$ cat config.mk
export PLATFORM = sky130hd
export DESIGN_NAME = reg_hazard_scoreboard
export DESIGN_NICKNAME = d
export VERILOG_FILES = /design/src/rtl/hazard_pkg.sv /design/src/rtl/hazard_src_resolve.sv /design/src/rtl/reg_hazard_scoreboard.sv
export SDC_FILE = /design/constraint.sdc
export NUM_CORES = 1
export LEC_CHECK = 0
export BUFFER_PORTS_ARGS = -buffer_cell sky130_fd_sc_hd__buf_2
export CAP_MARGIN = 20
export CORE_MARGIN = 10
export CORE_UTILIZATION = 30
export CTS_CLUSTER_SIZE = 10
export DETAILED_ROUTE_END_ITERATION = 8
export PLACE_DENSITY_LB_ADDON = 0.1
export SETUP_SLACK_MARGIN = 0.4
export SLEW_MARGIN = 20
export SYNTH_ARGS = -nofsm -noshare
export SYNTH_HDL_FRONTEND = slang
export SYNTH_SLANG_ARGS = --single-unit
$ cat constraint.sdc
create_clock -name clk -period 3.55 [get_ports clk]
set_input_delay 0.8875 -clock clk [delete_from_list [all_inputs] [get_ports clk]]
set_output_delay 0.8875 -clock clk [all_outputs]
set_load 0.01 [all_outputs]
$ cat src/rtl/hazard_pkg.sv
// Shared types and constants for the decode-side register hazard scoreboard.
// Latency: n/a (types and constants only).
// Backpressure: n/a.
//
// Register index map used by the decoder: 0 is $zero / "no register", 1..31
// are GPRs, and indices above 31 are specials (HI/LO, syscall pseudo-sources).
package hazard_pkg;

    // Default register index width produced by the decoder.
    localparam int REG_W_DEFAULT = 6;

    // Storage widths inside a scoreboard entry. Wide enough for any REG_W up
    // to 8 and any DEPTH up to 15; narrower indices are zero-extended.
    localparam int ENT_IDX_W = 8;
    localparam int RDY_W     = 4;

    // Well-known register indices.
    localparam logic [REG_W_DEFAULT-1:0] REG_ZERO      = 6'd0;
    localparam logic [REG_W_DEFAULT-1:0] REG_SYSCALL_A = 6'd2;   // v0 read by syscall
    localparam logic [REG_W_DEFAULT-1:0] REG_SYSCALL_B = 6'd4;   // a0 read by syscall
    localparam logic [REG_W_DEFAULT-1:0] REG_RA        = 6'd31;
    localparam logic [REG_W_DEFAULT-1:0] REG_HILO      = 6'b100001;

    // One in-flight write tracked at a pipeline stage.
    //   valid  : stage holds a real instruction (not a bubble)
    //   wr_idx : destination index, 0 = writes nothing
    //   rdy    : first stage number at which the result can be forwarded
    typedef struct packed {
        logic                 valid;
        logic [ENT_IDX_W-1:0] wr_idx;
        logic [RDY_W-1:0]     rdy;
    } hz_entry_t;

endpackage

$ cat src/rtl/hazard_src_resolve.sv
// Resolves one decode source index against the in-flight write entries.
// Latency: purely combinational, zero cycles.
// Backpressure: none; result drives the top-level stall request.
//
// Ports:
//   src     : source register index (zero-extended), 0 never matches
//   entries : scoreboard entries, index k = stage k (1 = EX ... DEPTH = WB)
//   hazard  : youngest matching writer is not yet forwardable
//   fwd_sel : stage to forward from when no hazard, 0 = register file
module hazard_src_resolve
    import hazard_pkg::*;
#(
    parameter int DEPTH     = 3,
    parameter int RF_BYPASS = 1,
    parameter int SEL_W     = $clog2(DEPTH + 1)
) (
    input  logic [ENT_IDX_W-1:0]   src,
    input  hz_entry_t [DEPTH:1]    entries,
    output logic                   hazard,
    output logic [SEL_W-1:0]       fwd_sel
);

    logic found;

    // Scan from the youngest stage upward; only the first match decides.
    always_comb begin
        hazard  = 1'b0;
        fwd_sel = '0;
        found   = 1'b0;
        for (int k = 1; k <= DEPTH; k++) begin
            // With a write-before-read register file the WB stage value is
            // already visible through the normal read port.
            if (!found && entries[k].valid && (entries[k].wr_idx == src) &&
                (src != '0) && !((RF_BYPASS != 0) && (k == DEPTH))) begin
                found = 1'b1;
                if (k >= int'(entries[k].rdy)) begin
                    fwd_sel = SEL_W'(k);
                end else begin
                    hazard = 1'b1;
                end
            end
        end
    end

endmodule

$ cat src/rtl/reg_hazard_scoreboard.sv
// Decode-side scoreboard: load-use stall request and per-source forward selects.
// Latency: stall_o/fwd*_o combinational (zero cycles); entries shift on clk.
// Backpressure: stall_o freezes PC/IF/ID and bubbles EX; hold_i freezes all entries.
//
// Ports:
//   clk, rst_n        : clock (rising edge), asynchronous active-low reset
//   id_valid_i        : ID stage holds a real instruction
//   id_rs_i, id_rt_i  : source indices read by the ID instruction
//   id_wr_i           : destination index, 0 = no write
//   id_load_i         : ID instruction is a load
//   hold_i            : global freeze from the memory system (highest priority)
//   flush_i           : kill the ID instruction (branch redirect)
//   stall_o           : hazard on either source, suppressed by flush
//   fwd1_o, fwd2_o    : forward select per source, 0 = register file, k = stage k
//   stall_cnt_o       : saturating count of cycles that actually stalled
module reg_hazard_scoreboard
    import hazard_pkg::*;
#(
    parameter int REG_W      = REG_W_DEFAULT,
    parameter int DEPTH      = 3,
    parameter int ALU_READY  = 1,
    parameter int LOAD_READY = 2,
    parameter int RF_BYPASS  = 1,
    localparam int SEL_W     = $clog2(DEPTH + 1)
) (
    input  logic             clk,
    input  logic             rst_n,
    input  logic             id_valid_i,
    input  logic [REG_W-1:0] id_rs_i,
    input  logic [REG_W-1:0] id_rt_i,
    input  logic [REG_W-1:0] id_wr_i,
    input  logic             id_load_i,
    input  logic             hold_i,
    input  logic             flush_i,
    output logic             stall_o,
    output logic [SEL_W-1:0] fwd1_o,
    output logic [SEL_W-1:0] fwd2_o,
    output logic [31:0]      stall_cnt_o
);

    hz_entry_t [DEPTH:1] ent_q;
    hz_entry_t           ent_in;
    logic                haz_rs;
    logic                haz_rt;
    logic                bubble;

    hazard_src_resolve #(
        .DEPTH     (DEPTH),
        .RF_BYPASS (RF_BYPASS),
        .SEL_W     (SEL_W)
    ) u_rs (
        .src     (ENT_IDX_W'(id_rs_i)),
        .entries (ent_q),
        .hazard  (haz_rs),
        .fwd_sel (fwd1_o)
    );

    hazard_src_resolve #(
        .DEPTH     (DEPTH),
        .RF_BYPASS (RF_BYPASS),
        .SEL_W     (SEL_W)
    ) u_rt (
        .src     (ENT_IDX_W'(id_rt_i)),
        .entries (ent_q),
        .hazard  (haz_rt),
        .fwd_sel (fwd2_o)
    );

    // A flushed instruction never stalls: the redirect wins.
    assign stall_o = id_valid_i & ~flush_i & (haz_rs | haz_rt);

    // Stalled, flushed or empty ID slots enter EX as bubbles.
    assign bubble = stall_o | flush_i | ~id_valid_i;

    always_comb begin
        ent_in        = '0;
        ent_in.valid  = 1'b1;
        ent_in.wr_idx = ENT_IDX_W'(id_wr_i);
        ent_in.rdy    = id_load_i ? RDY_W'(LOAD_READY) : RDY_W'(ALU_READY);
        if (bubble) begin
            ent_in = '0;
        end
    end

    // Entry k moves to k+1 each unheld cycle; the stage-DEPTH entry retires.
    always_ff @(posedge clk or negedge rst_n) begin
        if (!rst_n) begin
            ent_q <= '0;
        end else if (!hold_i) begin
            for (int k = DEPTH; k >= 2; k--) begin
                ent_q[k] <= ent_q[k-1];
            end
            ent_q[1] <= ent_in;
        end
    end

    // Only stalls that actually cost a pipeline cycle are counted.
    always_ff @(posedge clk or negedge rst_n) begin
        if (!rst_n) begin
            stall_cnt_o <= '0;
        end else if (stall_o && !hold_i && (stall_cnt_o != 32'hFFFF_FFFF)) begin
            stall_cnt_o <= stall_cnt_o + 32'd1;
        end
    end

endmodule
After elaboration in Yosys (flattened, before gate mapping)
Cells that the tools add are included.
{"block": "totals", "wordCells": 57, "reg_bits": 58}
{"block": "classes", "reduce_logical": 17, "n_mux": 18, "n_eq_ne": 5, "n_lt_le_gt_ge": 2, "n_bitwise": 7, "add_sub_neg": 1}
{"op": "adder 32 x 1 -> 32 bit, second input constant", "n": 1}
{"op": "equality test 8 x 6 -> 1 bit", "n": 4}
{"op": "inequality test 32 bit, second input constant", "n": 1}
{"op": "nonzero test 8 bit", "n": 2}
{"op": "2-to-1 mux 13 bit", "n": 1}
{"op": "logical AND 1 bit", "n": 12}
{"op": "2-to-1 mux 2 bit", "n": 6}
{"op": "2-to-1 mux 1 bit", "n": 11}
{"op": ">= comparator 1 x 4 -> 1 bit, first input constant", "n": 1}
{"op": ">= comparator 2 x 4 -> 1 bit, first input constant", "n": 1}
{"op": "zero test 1 bit", "n": 3}
{"op": "bitwise OR 1 bit", "n": 3}
{"op": "AND 1 bit", "n": 2}
{"op": "inverter 1 bit", "n": 2}

Logic depth before layout (Yosys ltp)
Gate-level depths: netlist of the first run.
{"block": "depth", "ltp_word": 14, "ltp_mapped": 8, "ltp_nobuf": 8}

Hierarchy
Synthesis of the first run repeated with hierarchy kept, for this count alone.
{"block": "hier_totals", "hier_cells": 278, "area_unflattened_um2": 3188.1}
{"mod": "reg_hazard_scoreboard", "cells_each": 212, "area_per_inst_um2": 2642.5, "seq_area_each_um2": 1476.4, "instances": 1}
{"mod": "hazard_src_resolve", "cells_each": 33, "area_per_inst_um2": 272.8, "seq_area_each_um2": 0.0, "instances": 2}

Least setup slack after synthesis of the first run
Ideal clock, no wire load.
{"block": "synth_path", "path_type": "input -> output", "from": "input port id_rs_i[2]", "to": "output port stall_o", "path_slack_ns": -0.149, "n_path_buf": 1, "arrival_time_ns": 2.811, "path_stages": 7, "cell_sequence": "or4_1 > nor3_2 > nor3_1 > or4_1 > o221a_4 > buf_2 > nor2_1"}
{"block": "synth_between", "elab_chain_len": 11}
{"item": "from (decl)", "line": "reg_hazard_scoreboard.sv:29", "rtl": "input logic [REG_W-1:0] id_rs_i,"}
{"item": "equality test 8 x 6 -> 1 bit", "line": "hazard_src_resolve.sv:33", "rtl": "if (!found && entries[k].valid && (entries[k].wr_idx == src) &&"}
{"item": "logical AND 1 bit (2 in series)", "line": "hazard_src_resolve.sv:33"}
{"item": "2-to-1 mux 1 bit", "line": "hazard_src_resolve.sv:33"}
{"item": "zero test 1 bit", "line": "hazard_src_resolve.sv:33"}
{"item": "logical AND 1 bit (3 in series)", "line": "hazard_src_resolve.sv:33"}
{"item": "2-to-1 mux 1 bit *", "line": "hazard_src_resolve.sv:33"}
{"item": "bitwise OR 1 bit *", "line": "reg_hazard_scoreboard.sv:70", "rtl": "assign stall_o = id_valid_i & ~flush_i & (haz_rs | haz_rt);"}
{"item": "AND 1 bit *", "line": "reg_hazard_scoreboard.sv:70"}
{"item": "to (decl)", "line": "reg_hazard_scoreboard.sv:35", "rtl": "output logic stall_o,"}
Mark *: on every way between the ends. The rest lies on a longest branch, timed or not.

Final worst setup path of the first run
{"block": "layout_path", "from": "input port id_rs_i[5]", "to": "output port stall_o"}
Same word-level chain as after synthesis.

==> results of run 1 <==
critical path: stages:
cell and delay, ns:
buf_6 0.09, or4_4 0.54, nor3_4 0.16, nor3_2 0.06
or4_4 0.44, o221a_4 0.29, nor2_4 0.08, buf_6 0.10
worst max path at each step:
stage / cells past startpoint / from / slack (ns) / endpoint
after CTS: 8 / id_rs_i[5] / 0.01 / stall_o
final: 8 / id_rs_i[5] / 0.01 / stall_o
after floorplan: 7 / id_rs_i[2] / -0.007 / stall_o
after global placement: 8 / id_rs_i[2] / -0.12 / stall_o
after global routing: 8 / id_rs_i[5] / -0.05 / stall_o
after detailed placement: 8 / id_rs_i[2] / -0.14 / stall_o
timing repair:
| action | 4_1_cts | 5_1_grt |
|---|---|---|
| setup endpoints to repair | 14 | 10 |
| pin swaps | 3 | 12 |
| gates resized for setup | 7 | 22 |
| setup buffers | 3 | 4 |
state kept, by name, summed over array words and instances, names as in the netlist:
| name | count |
|---|---|
| stall_cnt_o | 32 |
| ent_q | 18 |
cell type report:
type / count / area share
Inverter: 3 / 0.003234
Multi-Input combinational cell: 193 / 0.4269
Tap cell: 108 / 0.03881
Clock inverter: 1 / 0.001437
Sequential cell: 50 / 0.3593
Timing Repair Buffer: 81 / 0.1455
Clock buffer: 7 / 0.02479
per-stage QoR:
step	util	setup slack, ns	power [µW]	TNS [ns]
after CTS	0.3845	0.01270	1074	0
after global placement	0.3674	-0.1167	712.9	-0.2071
final	0.4012	0.01198	1061	0
after floorplan	-	-0.007109	660.1	-0.007109
after global routing	0.4012	-0.04838	1114	-0.04838
after detailed placement	0.3674	-0.1374	713.1	-0.3419
placed cells by master, fill, tap and decap left out, drive strengths merged:
master	netlist	layout
nand2b	1	1
and4	2	2
a22o	7	7
or4	6	6
nand2	19	19
nand3	15	15
nand4b	1	1
nor4	5	5
or3	1	1
ha	1	1
nor4b	3	3
clkinv	0	1
clkbuf	4	7
and3	3	3
xor2	30	30
nand4	14	14
nor3b	2	2
nor3	24	24
and2	5	5
inv	3	3
buf	3	81
nor2	12	12
xnor2	25	25
or2	2	2
dfrtp	50	50
o221a	1	1
o21ai	2	2
a21oi	1	1
mux2	10	10
or4bb	1	1
layer usage:
layer  wire length [µm]  GRT usage
met1               3415     0.1465
met2               3360     0.1682
met3                398    0.03197
met4                 35    0.03008
met5                  0          0
cell families (layout without fill, tap and decap cells):
family	count (synthesis)	count (layout)
AND/OR/NAND/NOR	116	116
XOR/XNOR	55	55
flip-flops	50	50
AO/OA/AOI/OAI	11	11
multiplexers	10	10
buffers and inverters	10	92
adder cells (fa/ha/maj)	1	1
report_power, final:
part | total [µW] | leakage, µW | internal [µW] | switching, µW
Clock | 355 | 0.0000482 | 158 | 197
Sequential | 600 | 0.000679 | 583 | 16.9
Combinational | 106 | 0.00103 | 52.3 | 53.3
Total | 1060 | 0.00175 | 794 | 267
==> flow_metrics.py, run 1 <==
metrics = {
    "cells_and_area": {
        "syn_to_final_growth_pct": 30.78,
        "final_cells": 443,
        "fillers": 897,
        "layout-drive-gt1-share": 0.3642,
        "fin_area_um2": 3482,
        "diodes": 0,
        "final-seq-area_um2": 1251,
        "fin_nets": 359,
        "multi_input_area_um2": 1486,
    },
    "setup_path": {
        "cp-end-kind": "output pin",
        "crit_arrival_ns": 2.65,
        "startpoint_type": "primary input",
        "r2r-end": "stall_cnt_o[0]",
        "reg2reg_setup_slack_ns": 0.72,
        "rr_startpoint": "stall_cnt_o[0]",
        "crit_required_ns": 2.66,
        "rr_worst_depth": 9,
        "crit_type": "primary input to output pin",
        "path_max_fanout": 2,
    },
    "yosys": {
        "synth.top_cell.area_share": 0.4699,
        "synth-seq-cells": 50,
        "synth-adder-area-share": 0.004699,
        "yosys.area.top_type": "dfrtp_1",
        "synth_mux_area_frac": 0.04229,
        "netlist_area_um2": 2663,
        "syn_inst": 253,
        "yosysMostFrequentCell": "dfrtp_1",
        "synthTopCellsByArea": "dfrtp_1 47%, xor2_1 9.9%, xnor2_1 7.9%",
        "synth-async-reset-ratio": 1.000,
        "synth.distinct_cells": 35,
        "synth_xor_xnor_area_share": 0.1837,
        "synthFlopType": "dfrtp_1",
        "yosysSeqAreaShare": 0.4699,
        "synth_compound_area_frac": 0.03618,
        "yosys-top-cells-count": "50 x dfrtp_1, 30 x xor2_1, 24 x xnor2_1",
        "synth_fp_nets": 278,
        "synth_top_family_by_area": "simple AND/OR/NAND/NOR gates",
        "synth-edff-count": 0,
        "yosysWarnings": 0,
        "syn_area_per_cell_um2": 10.52,
        "synth-simple-area-share": 0.2467,
    },
    "placement": {
        "place.port_buffers": 60,
        "place.gp.congestion": 0.7965,
        "dp_cells": 428,
        "post_dp_cell_area_um2": 3188,
        "dp.final_hpwl_um": 5393,
    },
    "routing": {
        "drt_iter0_markers": 58,
        "drcViolationCount": 0,
        "num_vias": 2170,
        "dr.pass1.iters": 4,
        "drt-total-wl_um": 7209,
        "wl_per_cell_um": 16.27,
        "vias_per_cell": 4.898,
        "ant_nets": 0,
    },
    "clock_network": {
        "hold_buffers": 0,
        "path_clk_slew_ns": 0.10,
        "cts_buffers": 5,
        "cts_root_buf": "clkbuf_8",
        "htreeDepth": 2,
        "cts_buffer_depth": 2,
        "numClockSinks": 50,
        "clk_latency_ns": 0.30,
        "cts_tree": "done",
    },
    "global_routing": {
        "grt_max_degree": 39,
        "grt_pass1_wl_um": 11740,
        "grt_antenna_before_repair": 0,
        "gr-total-overflow": 0,
        "gr-usage-all-layers": 0.1096,
        "grt_pass1_vias": 2241,
    },
    "floorplanning": {
        "die_w_um": 114.2,
        "floorplan.initialDensity": 0.3068,
        "rows": 34,
        "coreArea_um2": 8678,
        "io_pins": 61,
        "die_y_um": 114.2,
        "dieArea_um2": 13040,
    },
    "timing": {
        "clock_skew_ns": 0.01058,
        "fmax_mhz": 282.6,
        "maxSlewViolCount": 0,
        "holdWs_ns": 0.4905,
        "setup_viol": 0,
        "worstMarginPinSlew_ns": 0.8882,
        "period_needed_ns": 3.538,
        "period_share": 0.9966,
        "hold_viol_final": 0,
        "rsz0062_at_grt": "yes",
        "max-slew-margin-rel": 0.4079,
    },
    "pwr": {
        "p_leak_uw": 0.001753,
        "power.ir.vdd_worst_v": 0.0001346,
        "pwr_density_cell_nw_per_um2": 304.7,
    },
    "min_path": {
        "hold_start": "stall_cnt_o[12]",
        "hold_depth": 1,
        "whs_endpoint": "stall_cnt_o[12]",
        "holdCritPathClass": "register to register",
    },
    "flow_run": {
        "drv_cap": 0,
    },
    "status": {
        "status": "finished, final reports clean",
    },
}
Note: power is estimated with default switching activity, not from simulation.
==> run 2: changes to the inputs <==
==> constraint.sdc (replaced) <==
create_clock -name clk -period 3.3 [get_ports clk]
set_input_delay 0.825 -clock clk [delete_from_list [all_inputs] [get_ports clk]]
set_output_delay 0.825 -clock clk [all_outputs]
set_load 0.01 [all_outputs]
==> run 2 against run 1 <==
The flow now finishes with violations (negative setup slack). Clock power grew 24%. Critical path depth is the same. Setup slack lost 0.21 ns. Critical endpoint unchanged. Clock skew shrank 0.0066 ns.
==> flow_metrics.py, run 2 (synthesis results as in run 1) <==
metrics = {
    "pwr": {
        "p_clk_frac": 0.363,
        "pwr-share-seq": 0.535,
        "comb_power_share": 0.102,
        "p_switching_uw": 292.8,
        "power.ir.vdd_worst_v": 0.0001508,
        "pwr_density_cell_nw_per_um2": 296.6,
        "internal_power_uw": 916.1,
        "p_leak_uw": 0.002238,
        "swShare": 0.2422,
    },
    "cells_and_area": {
        "final_common_cell": "buf_2",
        "diodes": 0,
        "final_core_util": 0.4697,
        "largest_reg_flops": 32,
        "syn_to_final_growth_pct": 53.10,
        "layout-drive-gt1-share": 0.4615,
        "fin_nets": 375,
        "top_register": "stall_cnt_o",
        "reg_top3": "stall_cnt_o: 32 flops, ent_q: 18 flops",
        "final_cell_mix": "53 x buf_2, 50 x dfrtp_1, 30 x xor2_1",
    },
    "routing": {
        "drcViolationCount": 0,
        "dr.pass1.iters": 4,
        "drt-total-wl_um": 8100,
        "wl_per_cell_um": 17.65,
        "ant_nets": 0,
        "vias_per_cell": 4.965,
        "drt_iter0_markers": 109,
        "num_vias": 2279,
    },
    "timing": {
        "max-slew-margin-rel": 0.4913,
        "fmax_mhz": 286.0,
        "rsz0062_at_grt": "yes",
        "setup_ws_ns": -0.1965,
        "period_share": 1.060,
        "period_needed_ns": 3.496,
        "setup-tns-final_ns": -0.3989,
        "holdWs_ns": 0.4365,
        "maxSlewViolCount": 0,
        "clock_skew_ns": 0.004001,
        "setup_viol": 4,
        "worstMarginPinSlew_ns": 0.7561,
        "hold_viol_final": 0,
    },
    "setup_path": {
        "cp_slowest_cell": "or4_4",
        "crit_cells": 8,
        "path_max_fanout": 2,
        "rr_startpoint": "ent_q[20]",
        "rr_worst_depth": 9,
        "path_cells": "buf_6 -> or4_4 -> nor3_4 -> nor3_2 -> or4_4 -> o221a_4 -> nor2_4 -> buf_6",
        "r2r-end": "stall_cnt_o[19]",
        "cp-end-kind": "output pin",
        "cp_num_buf_inv": 2,
        "crit_arrival_ns": 2.67,
        "reg2reg_setup_slack_ns": 0.52,
        "crit_type": "primary input to output pin",
        "startpoint_type": "primary input",
        "crit_required_ns": 2.47,
        "slowest_delay_ns": 0.54,
        "crit_family": "simple AND/OR/NAND/NOR gates",
    },
    "min_path": {
        "holdCritPathClass": "primary input to asynchronous set/reset pin",
    },
    "floorplanning": {
        "die_w_um": 114.2,
        "coreArea_um2": 8678,
        "floorplan.initialDensity": 0.3068,
        "die_y_um": 114.2,
        "io_pins": 61,
        "rows": 34,
        "dieArea_um2": 13040,
    },
    "placement": {
        "pre_cts_slack_ns": -0.2559,
        "place.port_buffers": 60,
        "dp.final_hpwl_um": 5663,
        "place.gp.congestion": 0.8151,
    },
    "clock_network": {
        "cts_buffers": 5,
        "numClockSinks": 50,
        "cts_tree": "done",
        "hold_buffers": 0,
        "cts_root_buf": "clkbuf_8",
        "path_clk_slew_ns": 0.09,
        "clk_latency_ns": 0.31,
        "htreeDepth": 2,
        "cts_buffer_depth": 2,
    },
    "status": {
        "status": "complete, but fails checks",
        "violations": "negative setup slack",
    },
    "global_routing": {
        "grt_antenna_before_repair": 0,
        "grt_pass1_vias": 2477,
        "grt_pass1_wl_um": 13190,
        "grt_max_degree": 21,
        "gr-total-overflow": 0,
        "gr-usage-all-layers": 0.1256,
    },
    "flow_run": {
        "drv_cap": 0,
    },
}
run 2: power groups by stage:
| stage | clock network [µW] | logic [µW] | registers (µW) |
|---|---|---|---|
| CTS | 454 | 122 | 646 |
| global route | 483 | 137 | 649 |
| floorplan | 0 | 58.4 | 653 |
| detailed placement | 0 | 110 | 658 |
| finish | 439 | 123 | 646 |
| global placement | 0 | 109 | 659 |
run 2: how the worst max path moves through the flow:
stage                          start       to
after global placement    id_rs_i[2]  stall_o
after detailed placement  id_rs_i[2]  stall_o
after floorplan           id_rs_i[2]  stall_o
after global routing      id_rs_i[2]  stall_o
final                     id_rs_i[2]  stall_o
after CTS                 id_rs_i[2]  stall_o
run 2: metal layers:
metal	vias to the layer above	global-route usage	share of wire
met5	-	0	0
met4	0	0.02757	0.010
met3	6	0.03407	0.055
met2	52	0.2008	0.48
met1	1119	0.1654	0.46
li1	1102	-	-
run 2: final cells by class:
type	count	area (µm²)
inverter	3	11.26
fill	860	4602
tap	108	135.1
clock inverter	2	37.54
sequential	50	1251
timing repair buffer	97	820.8
multi-input combinational	193	1748
clock buffer	6	72.57
run 2: metrics by stage:
step | instances | power (µW) | cell area, µm²
after floorplan | 253 | 711.3 | 2794
after global placement | 430 | 768.2 | 3322
after detailed placement | 430 | 768.2 | 3322
after CTS | 455 | 1222 | 3975
after global routing | 459 | 1268 | 4076
final | 459 | 1209 | 4076
run 2: timing repair:
action	in CTS	in global routing
setup endpoints to repair	40	45
pin swaps	55	23
resized for setup	74	12
gates cloned	4	0
buffers inserted	13	4
run 2: worst register-to-register path: cells and delay by family, from the launching register on:
family | cells | cell delay, ns
buf+inv | 3 | 0.37
compound gates | 1 | 0.31
flops | 1 | 0.44
xor+xnor | 2 | 0.35
simple gates | 3 | 1.21
==> run 3: changes to the inputs <==
--- a/config.mk
+++ b/config.mk
@@ -11,6 +11,8 @@
 export CORE_UTILIZATION = 30
 export CTS_CLUSTER_SIZE = 10
 export DETAILED_ROUTE_END_ITERATION = 8
+export GPL_TIMING_DRIVEN = 1
+export HOLD_SLACK_MARGIN = 0.08
 export PLACE_DENSITY_LB_ADDON = 0.1
 export SETUP_SLACK_MARGIN = 0.4
 export SLEW_MARGIN = 20
==> constraint.sdc (replaced) <==
create_clock -name clk -period 3.3 [get_ports clk]
set_input_delay 0.66 -clock clk [delete_from_list [all_inputs] [get_ports clk]]
set_output_delay 0.66 -clock clk [all_outputs]
set_load 0.01 [all_outputs]
==> run 3 against run 2 <==
The run now ends clean. Clock-buffer cell count down 1. First-iteration DRC count down 62%. Cell count down 5.4%. Utilization down 8.9 points. Via count down 6.0%. Sequential power about the same. Largest power group unchanged.
==> flow_metrics.py, run 3 (synthesis results as in run 1) <==
metrics = {
    "status": {
        "status": "finished, final reports clean",
    },
    "global_routing": {
        "grt_pass1_vias": 2269,
        "gr-usage-all-layers": 0.1114,
        "grt_max_degree": 27,
        "gr-total-overflow": 0,
        "grt_pass1_wl_um": 11810,
        "grt_antenna_before_repair": 0,
    },
    "routing": {
        "vias_per_cell": 4.938,
        "ant_nets": 0,
        "top_layer": "met4",
        "wl_per_cell_um": 16.54,
        "drcViolationCount": 0,
        "dr.pass1.iters": 4,
        "drt_iter0_markers": 41,
        "num_vias": 2143,
        "wl_met3_um": 410,
        "wl_met1_um": 3431,
        "dr_wl_met2_um": 3282,
        "drt-total-wl_um": 7179,
    },
    "timing": {
        "max-slew-margin-rel": 0.6167,
        "setup_ws_ns": 0.2230,
        "hold_viol_final": 0,
        "maxSlewViolCount": 0,
        "setup_viol": 0,
        "period_needed_ns": 3.077,
        "worstMarginPinSlew_ns": 0.5750,
        "clock_skew_ns": 0.01237,
        "fmax_mhz": 325.0,
        "setup-tns-final_ns": 0,
        "period_share": 0.9324,
        "rsz0062_at_grt": "yes",
    },
    "setup_path": {
        "slowest_delay_ns": 0.54,
        "cp_num_buf_inv": 2,
        "rr_worst_depth": 7,
        "crit_arrival_ns": 2.42,
        "path_cells": "buf_6 -> or4_4 -> nor3_4 -> nor3_2 -> or4_4 -> o221a_4 -> nor2_4 -> buf_6",
        "cp-end-kind": "output pin",
        "cp_slowest_cell": "or4_4",
        "r2r-end": "stall_cnt_o[19]",
        "reg2reg_setup_slack_ns": 0.80,
        "crit_family": "simple AND/OR/NAND/NOR gates",
        "startpoint_type": "primary input",
        "crit_required_ns": 2.64,
        "critPathLaunch": "id_rs_i[2]",
        "crit_type": "primary input to output pin",
        "path_max_fanout": 2,
        "rr_startpoint": "ent_q[21]",
    },
    "clock_network": {
        "path_clk_slew_ns": 0.10,
        "cts_buffers": 5,
        "htreeDepth": 2,
        "cts_root_buf": "clkbuf_8",
        "clk_latency_ns": 0.31,
        "cts_tree": "done",
        "cts_buffer_depth": 2,
        "hold_buffers": 0,
        "numClockSinks": 50,
    },
    "pwr": {
        "swShare": 0.2646,
        "internal_power_uw": 828.9,
        "comb_power_share": 0.096,
        "p_switching_uw": 298.3,
        "p_clk_frac": 0.332,
        "power.ir.vdd_worst_v": 0.0001583,
        "pwr_density_cell_nw_per_um2": 340.7,
        "p_leak_uw": 0.001617,
        "pwr-share-seq": 0.573,
    },
    "floorplanning": {
        "rows": 34,
        "floorplan.initialDensity": 0.3068,
        "die_y_um": 114.2,
        "coreArea_um2": 8678,
        "dieArea_um2": 13040,
        "die_w_um": 114.2,
        "io_pins": 61,
    },
    "placement": {
        "place.gp.congestion": 0.7985,
        "dp.final_hpwl_um": 5494,
        "pre_cts_slack_ns": 0.02525,
        "place.port_buffers": 60,
    },
    "cells_and_area": {
        "fin_nets": 350,
        "top_register": "stall_cnt_o",
        "layout-drive-gt1-share": 0.3282,
        "diodes": 0,
        "reg_top3": "stall_cnt_o: 32 flops, ent_q: 18 flops",
        "final_cell_mix": "58 x buf_2, 50 x dfrtp_1, 30 x xor2_1",
        "syn_to_final_growth_pct": 24.25,
        "largest_reg_flops": 32,
        "final_common_cell": "buf_2",
    },
    "min_path": {
        "holdCritPathClass": "primary input to asynchronous set/reset pin",
    },
    "flow_run": {
        "drv_cap": 0,
    },
}
## run 3: cell types whose count changed in the layout (fill, tap and decap cells not counted), moves of 4 or more
cell | before | now
nor2_1 | 4 | 10
buf_4 | 15 | 11
buf_16 | 4 | 0
buf_2 | 53 | 58
buf_6 | 18 | 3
buf_12 | 5 | 0
nor2_4 | 6 | 2
nor3_4 | 20 | 1
nor3_1 | 2 | 22
## run 3: layout make-up
class / count / area, µm²
clock buffer: 5 / 68.82
clock inverter: 3 / 21.27
fill: 891 / 5370
inverter: 3 / 11.26
multi-input combinational: 193 / 1414
sequential: 50 / 1251
tap: 108 / 135.1
timing repair buffer: 72 / 406.6
## run 3: power groups by stage
stage	clock [µW]	sequential [µW]	combinational (µW)
finish	374	646	108
global route	418	649	120
CTS	394	646	107
detailed placement	0	658	106
global placement	0	658	106
floorplan	0	653	57.3
## run 3: through the flow
| stage | hold slack, ns | instances | instance area (µm²) | util | total power [µW] |
|---|---|---|---|---|---|
| 2_1_floorplan | 0.3644 | 253 | 2686 | - | 710.1 |
| 3_3_place_gp | 0.4707 | 422 | 3143 | 0.3622 | 764.6 |
| 3_5_place_dp | 0.4746 | 422 | 3143 | 0.3622 | 764.1 |
| 4_1_cts | 0.3658 | 431 | 3253 | 0.3749 | 1147 |
| 5_1_grt | 0.3747 | 434 | 3308 | 0.3812 | 1187 |
| 6_report | 0.3321 | 434 | 3308 | 0.3812 | 1127 |
## run 3: worst max-delay path by stage
| stage | end | slack (ns) | depth (start not counted) |
|---|---|---|---|
| finish | stall_o | 0.22 | 8 |
| floorplan | stall_o | 0.20 | 7 |
| detailed placement | stall_cnt_o[1] | 0.03 | 9 |
| global route | stall_o | 0.18 | 8 |
| global placement | stall_o | 0.06 | 8 |
| CTS | stall_o | 0.21 | 8 |
## run 3: per-layer routing
metal  global-route usage  vias up
li1                     -     1044
met1               0.1492     1044
met2               0.1720       50
met3              0.03407        5
met4              0.02506        0
met5                    0        -
## run 3: timing repair
item | in CTS | in global routing
gates resized for setup | 3 | 8
pin swaps | 2 | 0
hold endpoints to repair | 0 | 0
endpoints found under the setup margin | 3 | 18
buffers inserted | 1 | 3
